**src/rtl/ulpi_link_debug.sv**
```systemverilog
// ULPI link-side debug controller: PHY reset stretcher, register read/write
// sequencer with PHY-abort replay and timeout, and RX CMD capture.
module ulpi_link_debug #(
  parameter int RST_CYCLES = 16,
  parameter int TIMEOUT    = 255
) (
  input  logic       ulpi_clk,
  input  logic       rst_btn,
  output logic       ulpi_rst,
  input  logic       ulpi_dir,
  input  logic       ulpi_nxt,
  input  logic [7:0] ulpi_data_in,
  output logic       ulpi_stp,
  output logic [7:0] ulpi_data_out,
  input  logic       reg_req,
  input  logic       reg_we,
  input  logic [5:0] reg_addr,
  input  logic [7:0] reg_wdata,
  output logic       reg_ack,
  output logic       reg_err,
  output logic [7:0] reg_rdata,
  output logic [7:0] rxcmd,
  output logic       rxcmd_vld
);

  localparam logic [7:0]  RST_LIM = 8'(RST_CYCLES);
  localparam logic [11:0] TO_LIM  = 12'(TIMEOUT - 1);

  typedef enum logic [2:0] {
    RST, IDLE, CMD, WDATA, STP, RTURN, RDATA, REND
  } state_t;

  state_t      state_reg, state_next;
  logic [1:0]  sync_reg;
  logic [7:0]  rst_cnt_reg;
  logic [11:0] tcnt_reg;
  logic        pend_reg, pend_next;
  logic        we_reg;
  logic [5:0]  addr_reg;
  logic [7:0]  wdata_reg;
  logic        ack_reg, ack_next;
  logic        err_reg, err_next;
  logic [7:0]  rdata_reg;
  logic [7:0]  rxcmd_reg;
  logic        rxcmd_vld_reg;
  logic        dir_prev_reg;
  logic        latch;
  logic        timeout_hit;
  logic        rx_hit;

  // Deassertion is synchronised before the stretch counter starts.
  always_ff @(posedge ulpi_clk or negedge rst_btn) begin
    if (!rst_btn) begin
      sync_reg    <= 2'b00;
      rst_cnt_reg <= 8'd0;
    end else begin
      sync_reg <= {sync_reg[0], 1'b1};
      if (!sync_reg[1])
        rst_cnt_reg <= 8'd0;
      else if (rst_cnt_reg != RST_LIM)
        rst_cnt_reg <= rst_cnt_reg + 8'd1;
    end
  end

  assign ulpi_rst    = !(sync_reg[1] && (rst_cnt_reg == RST_LIM));
  assign timeout_hit = (tcnt_reg == TO_LIM);
  // The read-data cycle looks like an RX CMD on the bus and must not be taken as one.
  assign rx_hit      = ulpi_dir && !ulpi_nxt && dir_prev_reg && (state_reg != RDATA);

  always_comb begin
    state_next    = state_reg;
    pend_next     = pend_reg;
    latch         = 1'b0;
    ack_next      = 1'b0;
    err_next      = 1'b0;
    ulpi_stp      = 1'b0;
    ulpi_data_out = 8'h00;
    if (ulpi_rst) begin
      state_next = RST;
    end else begin
      case (state_reg)
        RST: state_next = IDLE;
        IDLE: begin
          if (reg_req && !pend_reg) begin
            latch     = 1'b1;
            pend_next = 1'b1;
          end
          if ((reg_req || pend_reg) && !ulpi_dir)
            state_next = CMD;
        end
        CMD: begin
          ulpi_data_out = {1'b1, !we_reg, addr_reg};
          if (ulpi_dir) begin
            state_next = IDLE;   // pend stays set so the access is replayed
          end else if (timeout_hit) begin
            state_next = IDLE;
            err_next   = 1'b1;
            pend_next  = 1'b0;
          end else if (ulpi_nxt) begin
            state_next = we_reg ? WDATA : RTURN;
          end
        end
        WDATA: begin
          ulpi_data_out = wdata_reg;
          if (ulpi_dir) begin
            state_next = IDLE;
          end else if (timeout_hit) begin
            state_next = IDLE;
            err_next   = 1'b1;
            pend_next  = 1'b0;
          end else if (ulpi_nxt) begin
            state_next = STP;
            ack_next   = 1'b1;
            pend_next  = 1'b0;
          end
        end
        STP: begin
          ulpi_stp   = 1'b1;
          state_next = IDLE;
        end
        RTURN: begin
          if (timeout_hit) begin
            state_next = IDLE;
            err_next   = 1'b1;
            pend_next  = 1'b0;
          end else if (ulpi_dir) begin
            state_next = RDATA;
          end
        end
        RDATA: begin
          state_next = REND;
          ack_next   = 1'b1;
          pend_next  = 1'b0;
        end
        REND: begin
          if (!ulpi_dir)
            state_next = IDLE;
        end
        default: state_next = RST;
      endcase
    end
  end

  always_ff @(posedge ulpi_clk or negedge rst_btn) begin
    if (!rst_btn) begin
      state_reg     <= RST;
      pend_reg      <= 1'b0;
      we_reg        <= 1'b0;
      addr_reg      <= 6'd0;
      wdata_reg     <= 8'h00;
      ack_reg       <= 1'b0;
      err_reg       <= 1'b0;
      rdata_reg     <= 8'h00;
      rxcmd_reg     <= 8'h00;
      rxcmd_vld_reg <= 1'b0;
      dir_prev_reg  <= 1'b0;
      tcnt_reg      <= 12'd0;
    end else begin
      state_reg     <= state_next;
      pend_reg      <= pend_next;
      ack_reg       <= ack_next;
      err_reg       <= err_next;
      dir_prev_reg  <= ulpi_dir;
      rxcmd_vld_reg <= rx_hit;
      if (latch) begin
        we_reg    <= reg_we;
        addr_reg  <= reg_addr;
        wdata_reg <= reg_wdata;
      end
      if (state_reg == RDATA)
        rdata_reg <= ulpi_data_in;
      if (rx_hit)
        rxcmd_reg <= ulpi_data_in;
      if (state_reg == IDLE && state_next == CMD)
        tcnt_reg <= 12'd0;
      else if (state_reg != IDLE && state_reg != RST && tcnt_reg != TO_LIM)
        tcnt_reg <= tcnt_reg + 12'd1;
    end
  end

  assign reg_ack   = ack_reg;
  assign reg_err   = err_reg;
  assign reg_rdata = rdata_reg;
  assign rxcmd     = rxcmd_reg;
  assign rxcmd_vld = rxcmd_vld_reg;

endmodule

```
**config.mk**
```make
export PLATFORM = sky130hd
export DESIGN_NAME = ulpi_link_debug
export DESIGN_NICKNAME = d
export VERILOG_FILES = /design/src/rtl/ulpi_link_debug.sv
export SDC_FILE = /design/constraint.sdc
export NUM_CORES = 1
export LEC_CHECK = 0
export BUFFER_PORTS_ARGS = -buffer_cell sky130_fd_sc_hd__buf_2
export CAP_MARGIN = 20
export CORE_ASPECT_RATIO = 0.7
export CORE_UTILIZATION = 45
export DETAILED_ROUTE_END_ITERATION = 12
export PLACE_DENSITY_LB_ADDON = 0.05
export REMOVE_ABC_BUFFERS = 1
export SYNTH_ARGS = -nofsm -noshare
export SYNTH_HDL_FRONTEND = slang
export SYNTH_SLANG_ARGS = --single-unit
```
**constraint.sdc**
```tcl
create_clock -name ulpi_clk -period 1.9 [get_ports ulpi_clk]
set_input_delay 0.19 -clock ulpi_clk [delete_from_list [all_inputs] [get_ports ulpi_clk]]
set_output_delay 0.19 -clock ulpi_clk [all_outputs]
set_load 0.05 [all_outputs]
```
==> metrics.md, run 1 <==
| Metric | Value |
|---|---|
| Worst Path Arrival | `1.93 ns` |
| Vias per inst | `roughly 5.2` |
| Layout cells sized above 1 | `44.7%` |
| Largest net degree at the start of global routing | `62` |
| Later-pin clock latency in the skew report | `0.34 ns` |
| Vias in the first global route | `2,248` |
| Status | `complete, but fails checks` |
| Die ar. | `between 7000 and 8000 sq um` |
| Pre-CTS WS | `-0.0318 ns` |
| Top FF cell, synth | `dfrtp_1` |
| CP max stage cell | `dfrtp_1` |
| Clk slew on worst S/H paths | `roughly 0.070 ns` |
| Most numerous cell in the Yosys netlist | `dfrtp_1` |
| Final hold vios | `0` |
| Share of the synthesized area in the top cell type | `between 50% and 60%` |
| CP max stage delay | `between 0.3 and 0.4 ns` |
| First-pass GRT wire length | `between 10,000 and 15,000 um` |
| Cell Rows | `24` |
| Top cells by area, synth | `dfrtp_1 (50%), mux2_2 (12%), mux2i_1 (3.0%)` |
| Die height | `approximately 71 um` |
| CTS tree | `yes` |
| CTS Buffer Depth | `2` |
| Post-route setup slack | `-0.219 ns` |
| Min-Delay Path Class | `in2reg` |
| Nets | `~380` |
| RSZ-0062 raised after global routing | `yes` |
| DRT Wirelength | `approximately 6300 um` |
| Mean Syn Cell Area | `around 11 sq um` |
| Worst Skew | `between 0.01 and 0.015 ns` |
| Final routed DRC violation total | `0` |
| Max cap viols | `0` |
| Power per cell area | `between 700 and 800 nW/um^2` |
| Mapped Area | `roughly 3000 sq um` |
| FMAX | `between 400 and 500 MHz` |
| PortBufs | `between 50 and 60` |
| Diode count | `0` |
| CTS Sinks | `61` |
| Post-Syn Instances | `approximately 260` |
| Post-route ant nets | `0` |
| Seq/Total Area, Yosys | `50.3%` |
| Overall routing resource usage | `a little under a fifth` |
| Fillers | `556` |
| Routed WL per cell | `roughly 14 um` |
| Worst path cell trace | `inv_2 > ha_4 > and4bb_2 > nand3_2 > or2_4 > nor2_2 > buf_6` |
| Synth area leader | `dfrtp_1` |
| Area Overhead vs Synth | `28.8%` |
| Setup TNS | `-1.76 ns` |
| Initial antenna violation count | `0` |
| # IOs | `57` |
| Die width | `about 100 um` |
| Core Area | `6370 sq um` |
| Post-synthesis async set-or-reset flop share | `100%` |
| Via count | `roughly 2,300` |
| Peak fanout along the critical path | `8` |
| Worst setup EP type | `output port` |
| Failing checks | `negative setup slack` |
| Initial Util | `between 40% and 50%` |
| Placed Area | `approximately 3600 sq um` |
| RePlAce Congestion | `0.791` |
| Fin area | `just under 4000 sq um` |
| Number of flip-flops in the largest register | `12` |
| Fin util | `between 60% and 70%` |
| Number of synthesized flops with an enable pin | `0` |
| TritonCTS Buffers | `9` |
| Path type of the worst setup path | `reg2out` |
| DRT Pass-1 Iters | `4` |
| Tmin final | `approximately 2.1 ns` |
| Final Max Slew Viols | `0` |
| GRT overflow | `0` |
| Yosys warnings | `0` |
| Critical Path Source Type | `flip-flop` |
| Setup violations, final | `9` |
| Final Hold Slack | `approximately 0.083 ns` |
| Detailed Place HPWL | `about 4300 um` |
| Worst EP required | `~1.7 ns` |
| H-tree levels | `3` |
| Root Driver | `clkbuf_8` |
| Final worst path period share | `112%` |
| Peak supply drop | `0.484 mV` |
| Initial DRC Count | `163` |
| Synth top cells by count | `dfrtp_1 (61), mux2_2 (31), nor2_1 (14)` |
| Pleak | `roughly 1.7 nW` |
| Seq cells post-synth | `61` |
| Distinct cells, synth | `61` |
cells in the final DEF (no fill, tap or decap), types with 5 or more instances in the layout:
cell type | netlist | routed
nor2b_1 | 5 | 5
a21oi_1 | 7 | 6
buf_2 | 5 | 46
clkbuf_8 | 0 | 9
nor2_2 | 0 | 6
nor2_1 | 14 | 7
and2_1 | 7 | 7
buf_4 | 1 | 22
inv_1 | 7 | 5
nand3_1 | 12 | 12
mux2i_1 | 9 | 9
nand2_1 | 10 | 10
mux2_2 | 31 | 31
and3_1 | 5 | 5
dfrtp_1 | 61 | 61
o21ai_0 | 12 | 12
xnor2_1 | 8 | 8
buf_6 | 1 | 8
per-layer routing:
metal	GRT usage [%]	routed length, um
met1	26.3	3120
met2	29.1	2810
met3	5.63	319
met4	7.09	73
met5	0	0
area by class of cell:
class	instances	area, sq um	area share (%)
clock buffer	9	124	3.17
clock inverter	7	73.8	1.89
inverter	7	26.3	0.672
multi-input combinational	186	1480	37.7
sequential	61	1530	39.0
tap	91	114	2.91
timing repair buffer	81	571	14.6
kinds of logic (layout without fill, tap and decap cells):
group	Yosys count	after routing	synth area share, %
muxes	41	41	14.8
other	1	1	0.124
DFF	61	61	50.3
and+or+nand+nor	90	90	18.4
adders and majority gates	4	4	1.65
xor gates and xnor gates	9	9	2.60
AOI/OAI and AO/OA	41	41	9.44
buffers and inverters	17	104	2.68
through the flow:
stage          total power, mW  std cells
6_report                  2.99        442
5_1_grt                   3.13        442
4_1_cts                   3.03        441
3_5_place_dp              1.87        424
3_3_place_gp              1.85        424
2_1_floorplan             1.71        254
repair_timing:
item                                    CTS  global route
gates cloned                              0             0
gates resized for setup                  30             5
hold endpoints to repair                 61             0
hold buffers                              1             0
buffers inserted                          0             1
pin swaps                                 2             2
endpoints found under the setup margin   24            25
worst max-delay path, delay by kind of cell, from the launching register on:
family / cells / cell delay (ns)
flip-flops: 1 / 0.39
AND/OR/NAND/NOR: 4 / 0.81
adder cells (fa/ha/maj): 1 / 0.13
buffers and inverters: 2 / 0.25
path summary, 6_finish.rpt:
kind	cells past startpoint	startpoint	slack (ns)	to
worst max-delay path	7	rst_cnt_reg[1]	-0.22	ulpi_data_out[5]
worst min-delay path	2	reg_addr[5]	0.08	addr_reg[5]
max in group asynchronous	3	rst_btn	1.22	addr_reg[1]
worst max register to register	8	rst_cnt_reg[1]	0.02	wdata_reg[6]
worst min register to register	0	sync_reg[0]	0.35	sync_reg[1]
min in group asynchronous	3	rst_btn	0.37	rst_cnt_reg[2]
power by group:
group,switching [mW],total (mW),internal [mW]
registers,0.0535,1.43,1.37
clock network,0.538,1.15,0.609
logic,0.280,0.421,0.141
No activity file was read; power rests on OpenSTA's default activity.
==> inputs of run 2 (changes only) <==
--- a/config.mk
+++ b/config.mk
@@ -11,6 +11,7 @@
 export CORE_UTILIZATION = 45
 export DETAILED_ROUTE_END_ITERATION = 12
 export PLACE_DENSITY_LB_ADDON = 0.05
+export RECOVER_POWER = 100
 export REMOVE_ABC_BUFFERS = 1
 export SYNTH_ARGS = -nofsm -noshare
 export SYNTH_HDL_FRONTEND = slang
==> metrics.md, run 2 (same netlist as run 1, synthesis figures left out) <==
| Metric | Value |
|---|---|
| Status | `complete, but fails checks` |
| Failing checks | `negative setup slack` |
| Switching Fraction | `slightly below 30%` |
| Worst Path Arrival | `1.93 ns` |
| Most frequent cells in the layout | `dfrtp_1 (61), mux2_2 (31), buf_2 (26), clkbuf_1 (22), buf_4 (20)` |
| FMAX | `roughly 470 MHz` |
| Final worst path period share | `111%` |
| RePlAce Congestion | `between 0.7 and 0.8` |
| Peak fanout along the critical path | `8` |
| GRT overflow | `0` |
| Fin util | `roughly three fifths` |
| CP max stage delay | `around 0.39 ns` |
| Top delay family on crit path | `simple AND/OR/NAND/NOR gates` |
| Worst setup EP type | `output port` |
| CTS Buffer Depth | `2` |
| Initial Util | `between 40% and 50%` |
| Detailed Place HPWL | `4340 um` |
| Net Sw Power | `slightly below 0.9 mW` |
| Nets | `about 380` |
| Power per cell area | `approximately 770 nW/um^2` |
| Layout cells sized above 1 | `between 30% and 40%` |
| Critical Path Source Type | `flip-flop` |
| Internal power | `approximately 2.1 mW` |
| Seq pwr share | `a little under half` |
| Via count | `2,282` |
| Commonest non-fill, non-tap cell in the layout | `dfrtp_1` |
| Pleak | `1.65 nW` |
| Max cap viols | `0` |
| Core Area | `6370 sq um` |
| Fin area | `~3900 sq um` |
| Slew @ Worst Pin | `0.839 ns` |
| Final routed DRC violation total | `0` |
| Cell Rows | `24` |
| Peak supply drop | `~0.48 mV` |
| Total power | `2.98 mW` |
| Final Hold Slack | `around 0.084 ns` |
| DRT Pass-1 Iters | `4` |
| H-tree levels | `3` |
| Largest net degree at the start of global routing | `62` |
| Min-Delay Path Class | `in2reg` |
| Root Driver | `clkbuf_8` |
| Tmin final | `between 2 and 2.5 ns` |
| Placed Area | `3580 sq um` |
| Vias per inst | `between 5 and 6` |
| Comb pwr share | `around 14%` |
| Die ar. | `a little over 7000 sq um` |
| # IOs | `57` |
| Worst EP required | `1.71 ns` |
| RSZ-0062 raised after global routing | `yes` |
| TritonCTS Buffers | `9` |
| Post-route ant nets | `0` |
| Inst Count DP | `424` |
| Initial antenna violation count | `0` |
| Post-route setup slack | `-0.218 ns` |
| Clk slew on worst S/H paths | `0.07 ns` |
| Path type of the worst setup path | `reg2out` |
| Worst path cell trace | `inv_2 > ha_4 > and4bb_2 > nand3_2 > or2_4 > nor2_2 > buf_6` |
| Later-pin clock latency in the skew report | `around 0.34 ns` |
| Setup violations, final | `9` |
| Initial DRC Count | `roughly 160` |
| Final Instance Count excl. Fillers | `roughly 440` |
| Number of flip-flops in the largest register | `12` |
| CTS tree | `yes` |
| Clock share of power | `roughly 39%` |
| Die width | `about 100 um` |
| PortBufs | `56` |
| Final Max Slew Viols | `0` |
| CP max stage cell | `dfrtp_1` |
| CP Buf/Inv Count | `2` |
| Area Overhead vs Synth | `27.3%` |
| Overall routing resource usage | `a little under a fifth` |
| Routed WL per cell | `roughly 14 um` |
| DRT Wirelength | `approximately 6300 um` |
| Vias in the first global route | `~2,200` |
| First-pass GRT wire length | `10,500 um` |
| Die height | `between 70 and 80 um` |
| CTS Sinks | `~60` |
| Worst Skew | `around 0.014 ns` |
| Relative slew slack | `between 40% and 50%` |
| Final hold vios | `0` |
| Diode count | `0` |
run 2: cell count changes in the layout (fill, tap and decap cells not counted), sizes merged:
cell	delta
buf	-23
clkbuf	+23
run 2: repair_timing:
| item | CTS | global route |
|---|---|---|
| resized for setup | 30 | 5 |
| cloned | 0 | 0 |
| pin swaps | 2 | 2 |
| hold buffers | 1 | 0 |
| hold endpoints to repair | 61 | 0 |
| setup buffers | 0 | 1 |
| endpoints found under the setup margin | 24 | 25 |
run 2: worst paths after layout:
path                           startpoint                to  slack, ns  cells after the start
setup / recovery           rst_cnt_reg[1]  ulpi_data_out[5]      -0.22                      7
hold reg to reg               sync_reg[0]       sync_reg[1]       0.35                      0
min in group asynchronous         rst_btn    rst_cnt_reg[2]       0.57                      3
hold / removal                reg_addr[5]       addr_reg[5]       0.08                      2
max in group asynchronous         rst_btn       tcnt_reg[7]       0.74                      3
setup reg to reg           rst_cnt_reg[1]      wdata_reg[6]       0.02                      8
run 2: per-stage QoR:
stage / setup WS (ns) / setup TNS (ns)
2_1_floorplan: -1.19 / -12.70
3_3_place_gp: 0.0133 / 0
3_5_place_dp: -0.0318 / -0.127
4_1_cts: -0.218 / -1.93
5_1_grt: -0.288 / -3.25
6_report: -0.218 / -1.76
run 2: layout make-up:
| class | instances | area [sq um] |
|---|---|---|
| flip-flops and latches | 61 | 1530 |
| clock buffers | 9 | 124 |
| repair buffers | 81 | 526 |
| inverters | 7 | 26.3 |
| clock inverters | 7 | 73.8 |
| multi-input cells | 186 | 1480 |
| well taps | 91 | 114 |
| fillers | 565 | 2500 |
run 2: power groups by stage:
stage,registers [mW],logic [mW],clock network [mW]
after global placement,1.45,0.408,0
final,1.43,0.403,1.15
after global routing,1.44,0.437,1.23
after floorplan,1.60,0.107,0
after detailed placement,1.45,0.416,0
after CTS,1.42,0.420,1.19
run 2: metal layers:
| metal | GRT usage [%] | share of wire, % |
|---|---|---|
| met2 | 29.1 | 44 |
| met4 | 7.09 | 1.2 |
| met1 | 26.3 | 49 |
| met5 | 0 | 0 |
| met3 | 5.63 | 5.2 |
run 2: worst reg2reg max path: cells and delay by family, from the launching register on:
family                   cells  cell delay (ns)
buffers and inverters        3             0.45
flip-flops                   1             0.39
adder cells (fa/ha/maj)      1             0.13
multiplexers                 1             0.34
AND/OR/NAND/NOR              3             0.46
==> inputs of run 3 (changes only) <==
--- a/config.mk
+++ b/config.mk
@@ -8,7 +8,7 @@
 export BUFFER_PORTS_ARGS = -buffer_cell sky130_fd_sc_hd__buf_2
 export CAP_MARGIN = 20
 export CORE_ASPECT_RATIO = 0.7
-export CORE_UTILIZATION = 45
+export CORE_UTILIZATION = 50
 export DETAILED_ROUTE_END_ITERATION = 12
 export PLACE_DENSITY_LB_ADDON = 0.05
 export RECOVER_POWER = 100
==> metrics.md, run 3 (same netlist as run 1, synthesis figures left out) <==
| Metric | Value |
|---|---|
| Initial Util | `a little over half` |
| Overall routing resource usage | `a little over a fifth` |
| PortBufs | `between 50 and 60` |
| FMAX | `469 MHz` |
| Core Area | `5780 sq um` |
| Worst Skew | `0.00502 ns` |
| CTS Sinks | `61` |
| Fin area | `between 3000 and 4000 sq um` |
| Final Max Slew Viols | `0` |
| Die width | `approximately 95 um` |
| Largest net degree at the start of global routing | `62` |
| Power per cell area | `~770 nW/um^2` |
| Setup violations, final | `9` |
| Status | `complete, but fails checks` |
| Relative slew slack | `~46%` |
| FF-to-FF Start | `rst_cnt_reg[1]` |
| Commonest non-fill, non-tap cell in the layout | `dfrtp_1` |
| Initial antenna violation count | `0` |
| RSZ-0062 raised after global routing | `yes` |
| Via count | `~2,300` |
| Path type of the worst setup path | `reg2out` |
| Final worst path period share | `112%` |
| TritonCTS Buffers | `9` |
| DRT Pass-1 Iters | `4` |
| Critical Path Source Type | `flip-flop` |
| Pleak | `around 1.7 nW` |
| Routed WL per cell | `about 15 um` |
| Peak fanout along the critical path | `8` |
| First-pass GRT wire length | `between 10,000 and 15,000 um` |
| Hold path start | `reg_wdata[1]` |
| GRT overflow | `0` |
| Nets | `379` |
| Setup TNS | `-1.79 ns` |
| Final routed DRC violation total | `0` |
| Root Driver | `clkbuf_8` |
| Die ar. | `approximately 6400 sq um` |
| Area Overhead vs Synth | `28.4%` |
| Failing checks | `negative setup slack` |
| Post-route setup slack | `-0.231 ns` |
| Worst Path Arrival | `1.94 ns` |
| RePlAce Congestion | `approximately 0.82` |
| Initial DRC Count | `101` |
| Slew @ Worst Pin | `~0.82 ns` |
| Number of flip-flops in the largest register | `12` |
| Post-route ant nets | `0` |
| Max cap viols | `0` |
| Tmin final | `between 2 and 2.5 ns` |
| Vias in the first global route | `around 2,100` |
| CTS tree | `yes` |
| CTS Buffer Depth | `2` |
| Cell Rows | `23` |
| Layout cells sized above 1 | `45.2%` |
| Later-pin clock latency in the skew report | `roughly 0.34 ns` |
| Clk slew on worst S/H paths | `0.07 ns` |
| Peak supply drop | `between 0.4 and 0.5 mV` |
| Final hold vios | `0` |
| Worst EP required | `about 1.7 ns` |
| Min-Delay Path Class | `in2reg` |
| Most frequent cells in the layout | `dfrtp_1 (59), buf_2 (45), mux2_2 (31), buf_4 (23)` |
| Placed Area | `about 3500 sq um` |
| Vias per inst | `approximately 5.4` |
| Detailed Place HPWL | `between 4000 and 5000 um` |
| DRT Wirelength | `6230 um` |
| Diode count | `0` |
| # IOs | `57` |
| Die height | `between 60 and 70 um` |
| Worst setup EP type | `output port` |
| Critical Path Start | `rst_cnt_reg[1]` |
| H-tree levels | `3` |
[run 3: cell count changes in the layout (fill, tap and decap cells not counted), moves of 2 or more]
cell,before,now
nor2_4,3,5
buf_4,20,23
buf_2,26,45
nor2_2,6,4
dfrtp_1,61,59
clkbuf_1,22,1
clkinv_4,2,0
and2_1,4,7
dfrtp_2,0,2
and2_0,3,0
clkinvlp_4,1,4
[run 3: timing repair]
action / CTS / global route
hold buffers: 1 / 0
endpoints found under the hold margin: 61 / 0
endpoints found under the setup margin: 25 / 26
pin swaps: 4 / 2
gates resized for setup: 34 / 7
buffers inserted: 1 / 5
[run 3: critical path, cell delays in order, from the launching register on]
cell and delay [ns]:
dfrtp_1 0.40, inv_2 0.07, ha_4 0.12, and4bb_2 0.25, nand3_2 0.11, or2_4 0.34, nor2_2 0.15, buf_6 0.17
[run 3: power breakdown]
group / internal [mW] / switching (mW) / total (mW)
Combinational: 0.142 / 0.278 / 0.421
Clock: 0.606 / 0.537 / 1.14
Sequential: 1.37 / 0.0543 / 1.43
[run 3: final cells by class]
cell class / instances / area (sq um)
Fill cell: 457 / 1890
Sequential cell: 61 / 1530
Multi-Input combinational cell: 186 / 1490
Timing Repair Buffer: 82 / 556
Clock buffer: 9 / 124
Tap cell: 75 / 93.8
Clock inverter: 7 / 73.8
Inverter: 7 / 26.3
[run 3: final timing paths]
kind                                     to  slack [ns]  depth (start not counted)
max                        ulpi_data_out[0]       -0.23                          7
max reg2reg                     addr_reg[4]        0.01                          8
min reg2reg                     sync_reg[1]        0.36                          0
min                            wdata_reg[1]        0.08                          2
min in group asynchronous    rst_cnt_reg[5]        0.57                          3
max in group asynchronous       tcnt_reg[9]        0.73                          3
[run 3: metrics by stage]
step           setup WS, ns  instances  util (%)  power [mW]  hold slack (ns)
2_1_floorplan         -1.19        254         -        1.71           -0.106
3_3_place_gp       -0.00696        404      60.9        1.85            0.226
3_5_place_dp        -0.0601        404      60.9        1.86            0.223
4_1_cts              -0.237        422      66.5        3.02           0.0627
5_1_grt              -0.311        427      67.4        3.13           0.0727
6_report             -0.231        427      67.4        2.99           0.0813
[run 3: layer usage]
metal  vias up  GRT usage (%)  part of all wire, %
met5         -              0                    0
met4         0           7.95                  1.3
met3        10           6.76                  5.7
met2        74           29.9                   44
met1      1124           30.6                   49
li1       1116              -                    -
